<file path="src/rtl/osc_seq_clkgen_if.sv">
// osc_seq_clkgen_if: bundles the sequencer control, divider programming and
// strobe outputs of osc_seq_clkgen.
//   master : drives req_on, req_off, div_wr, div_ch, div_val; observes outputs
//   slave  : the osc_seq_clkgen side (drives osc_pu, osc_en, ready, clk_en, busy)
interface osc_seq_clkgen_if #(
    parameter int unsigned NUM_CH = 4,
    parameter int unsigned DIV_W  = 8
);
    localparam int unsigned CH_W = (NUM_CH > 1) ? $clog2(NUM_CH) : 1;

    logic              req_on;
    logic              req_off;
    logic              osc_pu;
    logic              osc_en;
    logic              ready;
    logic              div_wr;
    logic [CH_W-1:0]   div_ch;
    logic [DIV_W-1:0]  div_val;
    logic [NUM_CH-1:0] clk_en;
    logic              busy;

    modport master (
        output req_on, req_off, div_wr, div_ch, div_val,
        input  osc_pu, osc_en, ready, clk_en, busy
    );

    modport slave (
        input  req_on, req_off, div_wr, div_ch, div_val,
        output osc_pu, osc_en, ready, clk_en, busy
    );
endinterface

</file>
<file path="src/rtl/osc_seq_clkgen.sv">
// osc_seq_clkgen: HF oscillator power-up/enable sequencer with NUM_CH
// runtime-programmable clock-enable strobe generators.
//   clk : free-running system clock
//   rst : asynchronous reset, active-high
//   bus : osc_seq_clkgen_if.slave
//         req_on/req_off         single-cycle sequencer requests
//         osc_pu/osc_en          oscillator pins
//         ready/busy             sequencer status
//         div_wr/div_ch/div_val  per-channel divide programming (period = div_val+1)
//         clk_en                 per-channel one-cycle enable strobes
// Optional macro OSC_SEQ_AUTO_ON_EN: start the power-up sequence on the first
// edge after reset release without needing req_on.
module osc_seq_clkgen #(
    parameter int unsigned NUM_CH    = 4,
    parameter int unsigned DIV_W     = 8,
    parameter int unsigned PU_CYCLES = 4800,
    parameter int unsigned EN_CYCLES = 16,
    parameter int unsigned DIV_RST   = 0
) (
    input logic             clk,
    input logic             rst,
    osc_seq_clkgen_if.slave bus
);
    localparam int unsigned CH_W    = (NUM_CH > 1) ? $clog2(NUM_CH) : 1;
    localparam int unsigned SEQ_MAX = (PU_CYCLES > EN_CYCLES) ? PU_CYCLES : EN_CYCLES;
    localparam int unsigned SEQ_W   = (SEQ_MAX > 1) ? $clog2(SEQ_MAX) : 1;
    localparam logic [SEQ_W-1:0] PU_LAST  = SEQ_W'(PU_CYCLES - 1);
    localparam logic [SEQ_W-1:0] EN_LAST  = SEQ_W'(EN_CYCLES - 1);
    localparam logic [DIV_W-1:0] DIV_INIT = DIV_W'(DIV_RST);

    typedef enum logic [2:0] {StOff, StPwrup, StSettle, StRun, StShutdn} state_e;

    state_e            state_q;
    logic [SEQ_W-1:0]  seq_cnt_q;
    logic              osc_pu_q;
    logic              osc_en_q;
    logic              ready_q;
    logic              busy_q;
    logic [NUM_CH-1:0] clk_en_q;
    logic [DIV_W-1:0]  shadow_q   [NUM_CH];
    logic [DIV_W-1:0]  shadow_nxt [NUM_CH];
    logic [DIV_W-1:0]  div_q      [NUM_CH];
    logic [DIV_W-1:0]  cnt_q      [NUM_CH];
    logic              start;
    logic              run_stay;
    logic              run_enter;

`ifdef OSC_SEQ_AUTO_ON_EN
    // One-shot flag: acts as a req_on on the first edge after reset release.
    logic auto_q;
    always_ff @(posedge clk or posedge rst) begin
        if (rst) auto_q <= 1'b1;
        else     auto_q <= 1'b0;
    end
    assign start = bus.req_on | auto_q;
`else
    assign start = bus.req_on;
`endif

    // Shadow values after this cycle's write; out-of-range div_ch matches nothing.
    always_comb begin
        for (int unsigned i = 0; i < NUM_CH; i++) begin
            shadow_nxt[i] = shadow_q[i];
            if (bus.div_wr && (bus.div_ch == CH_W'(i))) shadow_nxt[i] = bus.div_val;
        end
    end

    assign run_stay  = (state_q == StRun) && !bus.req_off;
    assign run_enter = (state_q == StSettle) && !bus.req_off && (seq_cnt_q == EN_LAST);

    always_ff @(posedge clk or posedge rst) begin
        if (rst) begin
            state_q   <= StOff;
            seq_cnt_q <= '0;
            osc_pu_q  <= 1'b0;
            osc_en_q  <= 1'b0;
            ready_q   <= 1'b0;
            busy_q    <= 1'b0;
            clk_en_q  <= '0;
            for (int unsigned i = 0; i < NUM_CH; i++) begin
                shadow_q[i] <= DIV_INIT;
                div_q[i]    <= DIV_INIT;
                cnt_q[i]    <= '0;
            end
        end else begin
            unique case (state_q)
                StOff: begin
                    if (start && !bus.req_off) begin
                        state_q   <= StPwrup;
                        osc_pu_q  <= 1'b1;
                        busy_q    <= 1'b1;
                        seq_cnt_q <= '0;
                    end
                end
                StPwrup: begin
                    if (bus.req_off) begin
                        // Abort before the enable pin was ever raised.
                        state_q   <= StOff;
                        osc_pu_q  <= 1'b0;
                        busy_q    <= 1'b0;
                        seq_cnt_q <= '0;
                    end else if (seq_cnt_q == PU_LAST) begin
                        state_q   <= StSettle;
                        osc_en_q  <= 1'b1;
                        seq_cnt_q <= '0;
                    end else begin
                        seq_cnt_q <= seq_cnt_q + 1'b1;
                    end
                end
                StSettle: begin
                    if (bus.req_off) begin
                        state_q   <= StShutdn;
                        osc_en_q  <= 1'b0;
                        seq_cnt_q <= '0;
                    end else if (seq_cnt_q == EN_LAST) begin
                        state_q   <= StRun;
                        ready_q   <= 1'b1;
                        busy_q    <= 1'b0;
                        seq_cnt_q <= '0;
                    end else begin
                        seq_cnt_q <= seq_cnt_q + 1'b1;
                    end
                end
                StRun: begin
                    if (bus.req_off) begin
                        state_q  <= StShutdn;
                        osc_en_q <= 1'b0;
                        ready_q  <= 1'b0;
                        busy_q   <= 1'b1;
                    end
                end
                StShutdn: begin
                    // osc_pu stays high for exactly this one cycle.
                    state_q  <= StOff;
                    osc_pu_q <= 1'b0;
                    busy_q   <= 1'b0;
                end
                default: begin
                    state_q   <= StOff;
                    seq_cnt_q <= '0;
                    osc_pu_q  <= 1'b0;
                    osc_en_q  <= 1'b0;
                    ready_q   <= 1'b0;
                    busy_q    <= 1'b0;
                end
            endcase

            for (int unsigned i = 0; i < NUM_CH; i++) begin
                shadow_q[i] <= shadow_nxt[i];
                if (run_stay) begin
                    // New divide takes effect only at a period boundary.
                    if (cnt_q[i] == div_q[i]) begin
                        cnt_q[i]    <= '0;
                        div_q[i]    <= shadow_nxt[i];
                        clk_en_q[i] <= 1'b1;
                    end else begin
                        cnt_q[i]    <= cnt_q[i] + DIV_W'(1);
                        clk_en_q[i] <= 1'b0;
                    end
                end else begin
                    // Counters parked at 0 so all channels strobe together on RUN entry.
                    cnt_q[i]    <= '0;
                    div_q[i]    <= shadow_nxt[i];
                    clk_en_q[i] <= run_enter;
                end
            end
        end
    end

    assign bus.osc_pu = osc_pu_q;
    assign bus.osc_en = osc_en_q;
    assign bus.ready  = ready_q;
    assign bus.busy   = busy_q;
    assign bus.clk_en = clk_en_q;
endmodule

</file>
<file path="src/flat_wrapper.sv">
// flat-port wrapper written by rule: the top's interface ports become plain ports
module osc_seq_clkgen_flat 
#(
    parameter int unsigned NUM_CH    = 4,
    parameter int unsigned DIV_W     = 8,
    parameter int unsigned PU_CYCLES = 4800,
    parameter int unsigned EN_CYCLES = 16,
    parameter int unsigned DIV_RST   = 0
)
  (clk, rst, bus_req_on, bus_req_off, bus_div_wr, bus_div_ch, bus_div_val, bus_osc_pu, bus_osc_en, bus_ready, bus_clk_en, bus_busy);
  osc_seq_clkgen_if #(.NUM_CH(NUM_CH), .DIV_W(DIV_W)) bus_i ();
  input logic clk;
  input logic rst;
  input wire logic [$bits(bus_i.req_on)-1:0] bus_req_on;
  input wire logic [$bits(bus_i.req_off)-1:0] bus_req_off;
  input wire logic [$bits(bus_i.div_wr)-1:0] bus_div_wr;
  input wire logic [$bits(bus_i.div_ch)-1:0] bus_div_ch;
  input wire logic [$bits(bus_i.div_val)-1:0] bus_div_val;
  output wire logic [$bits(bus_i.osc_pu)-1:0] bus_osc_pu;
  output wire logic [$bits(bus_i.osc_en)-1:0] bus_osc_en;
  output wire logic [$bits(bus_i.ready)-1:0] bus_ready;
  output wire logic [$bits(bus_i.clk_en)-1:0] bus_clk_en;
  output wire logic [$bits(bus_i.busy)-1:0] bus_busy;
  assign bus_i.req_on = bus_req_on;
  assign bus_i.req_off = bus_req_off;
  assign bus_i.div_wr = bus_div_wr;
  assign bus_i.div_ch = bus_div_ch;
  assign bus_i.div_val = bus_div_val;
  assign bus_osc_pu = bus_i.osc_pu;
  assign bus_osc_en = bus_i.osc_en;
  assign bus_ready = bus_i.ready;
  assign bus_clk_en = bus_i.clk_en;
  assign bus_busy = bus_i.busy;
  osc_seq_clkgen #(.NUM_CH(NUM_CH), .DIV_W(DIV_W), .PU_CYCLES(PU_CYCLES), .EN_CYCLES(EN_CYCLES), .DIV_RST(DIV_RST)) u_core (.clk(clk), .rst(rst), .bus(bus_i));
endmodule
</file>
<file path="config.mk">
export PLATFORM = sky130hd
export DESIGN_NAME = osc_seq_clkgen_flat
export DESIGN_NICKNAME = d
export VERILOG_FILES = /design/src/rtl/osc_seq_clkgen_if.sv /design/src/rtl/osc_seq_clkgen.sv /design/src/flat_wrapper.sv
export SDC_FILE = /design/constraint.sdc
export NUM_CORES = 1
export LEC_CHECK = 0
export BUFFER_PORTS_ARGS = -buffer_cell sky130_fd_sc_hd__buf_2
export CELL_PAD_IN_SITES_DETAIL_PLACEMENT = 1
export CELL_PAD_IN_SITES_GLOBAL_PLACEMENT = 1
export CORE_UTILIZATION = 50
export DETAILED_ROUTE_END_ITERATION = 6
export GPL_TIMING_DRIVEN = 0
export PLACE_DENSITY = 0.79
export SLEW_MARGIN = 20
export SYNTH_ARGS = -nofsm -noshare
export SYNTH_HDL_FRONTEND = slang
export SYNTH_SLANG_ARGS = --single-unit
</file>
<file path="constraint.sdc">
create_clock -name clk -period 3.5 [get_ports clk]
set_input_delay 0 -clock clk [delete_from_list [all_inputs] [get_ports clk]]
set_output_delay 0 -clock clk [all_outputs]
set_load 0.05 [all_outputs]
</file>
==> reports/metrics.yaml <==
outcome: "complete, no violations"
ir_worst_vdd_uv: 525
num_vias: 3792
post_drt_wl_per_cell_um: 19.1
hold_buffers: 13
regToRegSetupSlack_ns: 1.08
instances_no_fill: 682
hold_path.class: "input pin to flip-flop"
dp_hpwl_um: 8470
final_nets: 549
port_buffers: 22
cts.sinks: 120
slew_headroom_pct: 52.3
cts_setup_buffers: 0
finalWirelength_um: 13000
rr_endpoint: "u_core.state_q[0]"
rsz0062_at_grt: "false"
die_x_um: 108
whs_path_depth: 3
crit_type: "flip-flop to flip-flop"
gp_congestion: 0.836
yosysTopAreaCell: "dfrtp_1"
post-route-util_pct: 60.7
fin_ws_ns: 1.08
clock_tree.htree_level_count: 4
die_h_um: 108
synth.cell_area_um2: 5600
drtPass1Iterations: 6
start_util_pct: 51.4
drtIter0Drc: 139
cp.required_ns: 3.96
p_sw_share_pct: 26.0
power_frac_comb_pct: 12.3
dpl_cell_area_um2: 5920
grt_overflow: 0
async_flop_share_pct: 100
seq_area_frac_synth_pct: 53.6
end_kind: "flip-flop"
setup_viol: 0
syn2layout_area_growth_pct: 18.1
syn-num-nets: 494
synth_edf_count: 0
synth_area_per_cell_um2: 11.8
tightest_slew_ns: 0.712
cts_tree: "done"
p_leak_nw: 2.99
vias_per_cell: 5.56
r2r_cells: 5
clk_pin_slew_worst_paths_ns: 0.06
pin_count: 23
layout-drive-gt1-share_pct: 26.6
p_int_mw: 2.78
synth.distinct_cells: 53
clock_latency_ns: 0.52
synth.top_cells.by_area: "dfrtp_1, mux2_2, xor2_1, nor2_1, nand3_1"
cts.path.max_buffers: 2
yosys.area.top_type_share_pct: 53.6
p_seq_share_pct: 44.1
critPathLaunchType: "flip-flop"
finalMaxSlewViolations: 0
max_freq_ghz: 0.413
grt_use_total_pct: 25.4
coreArea_um2: 10900
worst_ep_arrival_time_ns: 2.88
ys_seq_elements: 120
worstHoldEndpoint: "u_core.shadow_q[30]"
drcViolationCount: 0
root_buffer: "clkbuf_8"
cp_max_fo: 9
die_area_um2: 11600
ctsResizeCount: 0
grt_pass1_vias: 4240
period_minus_slack_ns: 2.42
grt_max_degree: 81
place_inst: 637
holdWs_ns: 0.0349
worstHoldStart: "bus_div_ch[1]"
syn_inst: 474
cts_buffers: 17
p_clk_share_pct: 43.6
antenna_cells: 0
powerDensity_nw_per_um2: 569
antenna_found_initial: 0
max_cap_violations: 0
grt_first_pass_wirelength_um: 21800
post-place-ws_ns: 1.31
postRouteAntennaNets: 0
rr_startpoint: "u_core.seq_cnt_q[10]"
p_sw_mw: 0.979
design_area_um2: 6610
ys_warn_count: 0
ys.flop_type: "dfrtp_1"
post-route-period-util_pct: 69.1
hold_viol_final: 0
rows: 38
skew_ns: 0.00524
cells in the mapped netlist, drive strengths merged, types with 6 or more instances:
master / number
o21ai: 16
nand4: 6
mux2: 66
inv: 14
nor2: 56
dfrtp: 120
a21oi: 6
nor4: 6
xor2: 53
nand2: 15
buf: 13
and3: 10
nand3: 27
power by group through the flow:
stage	clock, mW	sequential [mW]	combinational, mW
global placement	0	1.67	0.402
finish	1.64	1.66	0.463
global route	1.73	1.68	0.507
floorplan	0	1.67	0.314
CTS	1.66	1.66	0.460
detailed placement	0	1.68	0.438
worst max path at each step:
stage                    startpoint                end  slack (ns)  cells past startpoint
4_1_cts        u_core.seq_cnt_q[10]  u_core.state_q[0]        1.07                      5
3_5_place_dp        u_core.cnt_q[9]    u_core.div_q[8]        1.31                      6
6_report       u_core.seq_cnt_q[10]  u_core.state_q[0]        1.08                      5
2_1_floorplan                   rst    u_core.bus.busy        0.31                      1
5_1_grt         u_core.seq_cnt_q[9]  u_core.state_q[0]        0.97                      5
3_3_place_gp                    rst   u_core.cnt_q[11]       -1.06                      2
cell type report:
cell class                 instances  area, um2
buffer                            15        105
clock buffer                      22        473
clock inverter                    10       92.6
fill                            1121       4280
inverter                          14       57.6
multi-input combinational        325       2440
sequential                       120       3000
tap                              140        175
timing repair buffer              36        268
layout by cell type, fill, tap and decap left out, drive strengths merged, types with 10 or more instances in the layout:
| cell | count |
|---|---|
| and3 | 10 |
| xor2 | 53 |
| nand2 | 15 |
| nand3 | 27 |
| buf | 36 |
| clkbuf | 24 |
| o21ai | 16 |
| nor2 | 56 |
| mux2 | 66 |
| dlygate4sd3 | 13 |
| dfrtp | 120 |
| inv | 16 |
sequential cells by signal, summed over array words and instances (netlist names):
register           cells
u_core.bus.osc_en      1
u_core.cnt_q          32
u_core.shadow_q       32
u_core.div_q          32
u_core.seq_cnt_q      13
u_core.bus.osc_pu      1
u_core.bus.busy        1
u_core.bus.ready       1
u_core.bus.clk_en      4
u_core.state_q         3
cells by family (layout without fill, tap and decap cells):
family	Yosys count	in the layout	synth area share, %
AND/OR/NAND/NOR	144	144	13.4
buffers and inverters	29	97	2.82
XOR/XNOR	58	58	9.07
AO/OA/AOI/OAI	52	52	6.73
flip-flops	120	120	53.6
adder cells (fa/ha/maj)	5	5	1.12
multiplexers	66	66	13.3
stage by stage:
stage	total power [mW]	TNS (ns)
6_report	3.76	0
5_1_grt	3.91	0
4_1_cts	3.78	0
3_5_place_dp	2.12	0
3_3_place_gp	2.07	-125.79
2_1_floorplan	1.98	0
critical path, cell delays in order, from the launching register on:
cell and delay (ns):
dfrtp_1 0.47, nor4_4 0.51, a31oi_4 0.25, or4_1 0.51, o21ai_1 0.08, dlygate4sd3_1 0.55
metal layers:
layer	vias up	routed length, um	global-route usage [%]
met1	1942	5480	30.1
met3	19	312	5.93
met2	51	7070	44.9
li1	1780	-	-
met4	0	180	9.00
met5	-	0	0
Note: power is estimated with default switching activity, not from simulation.
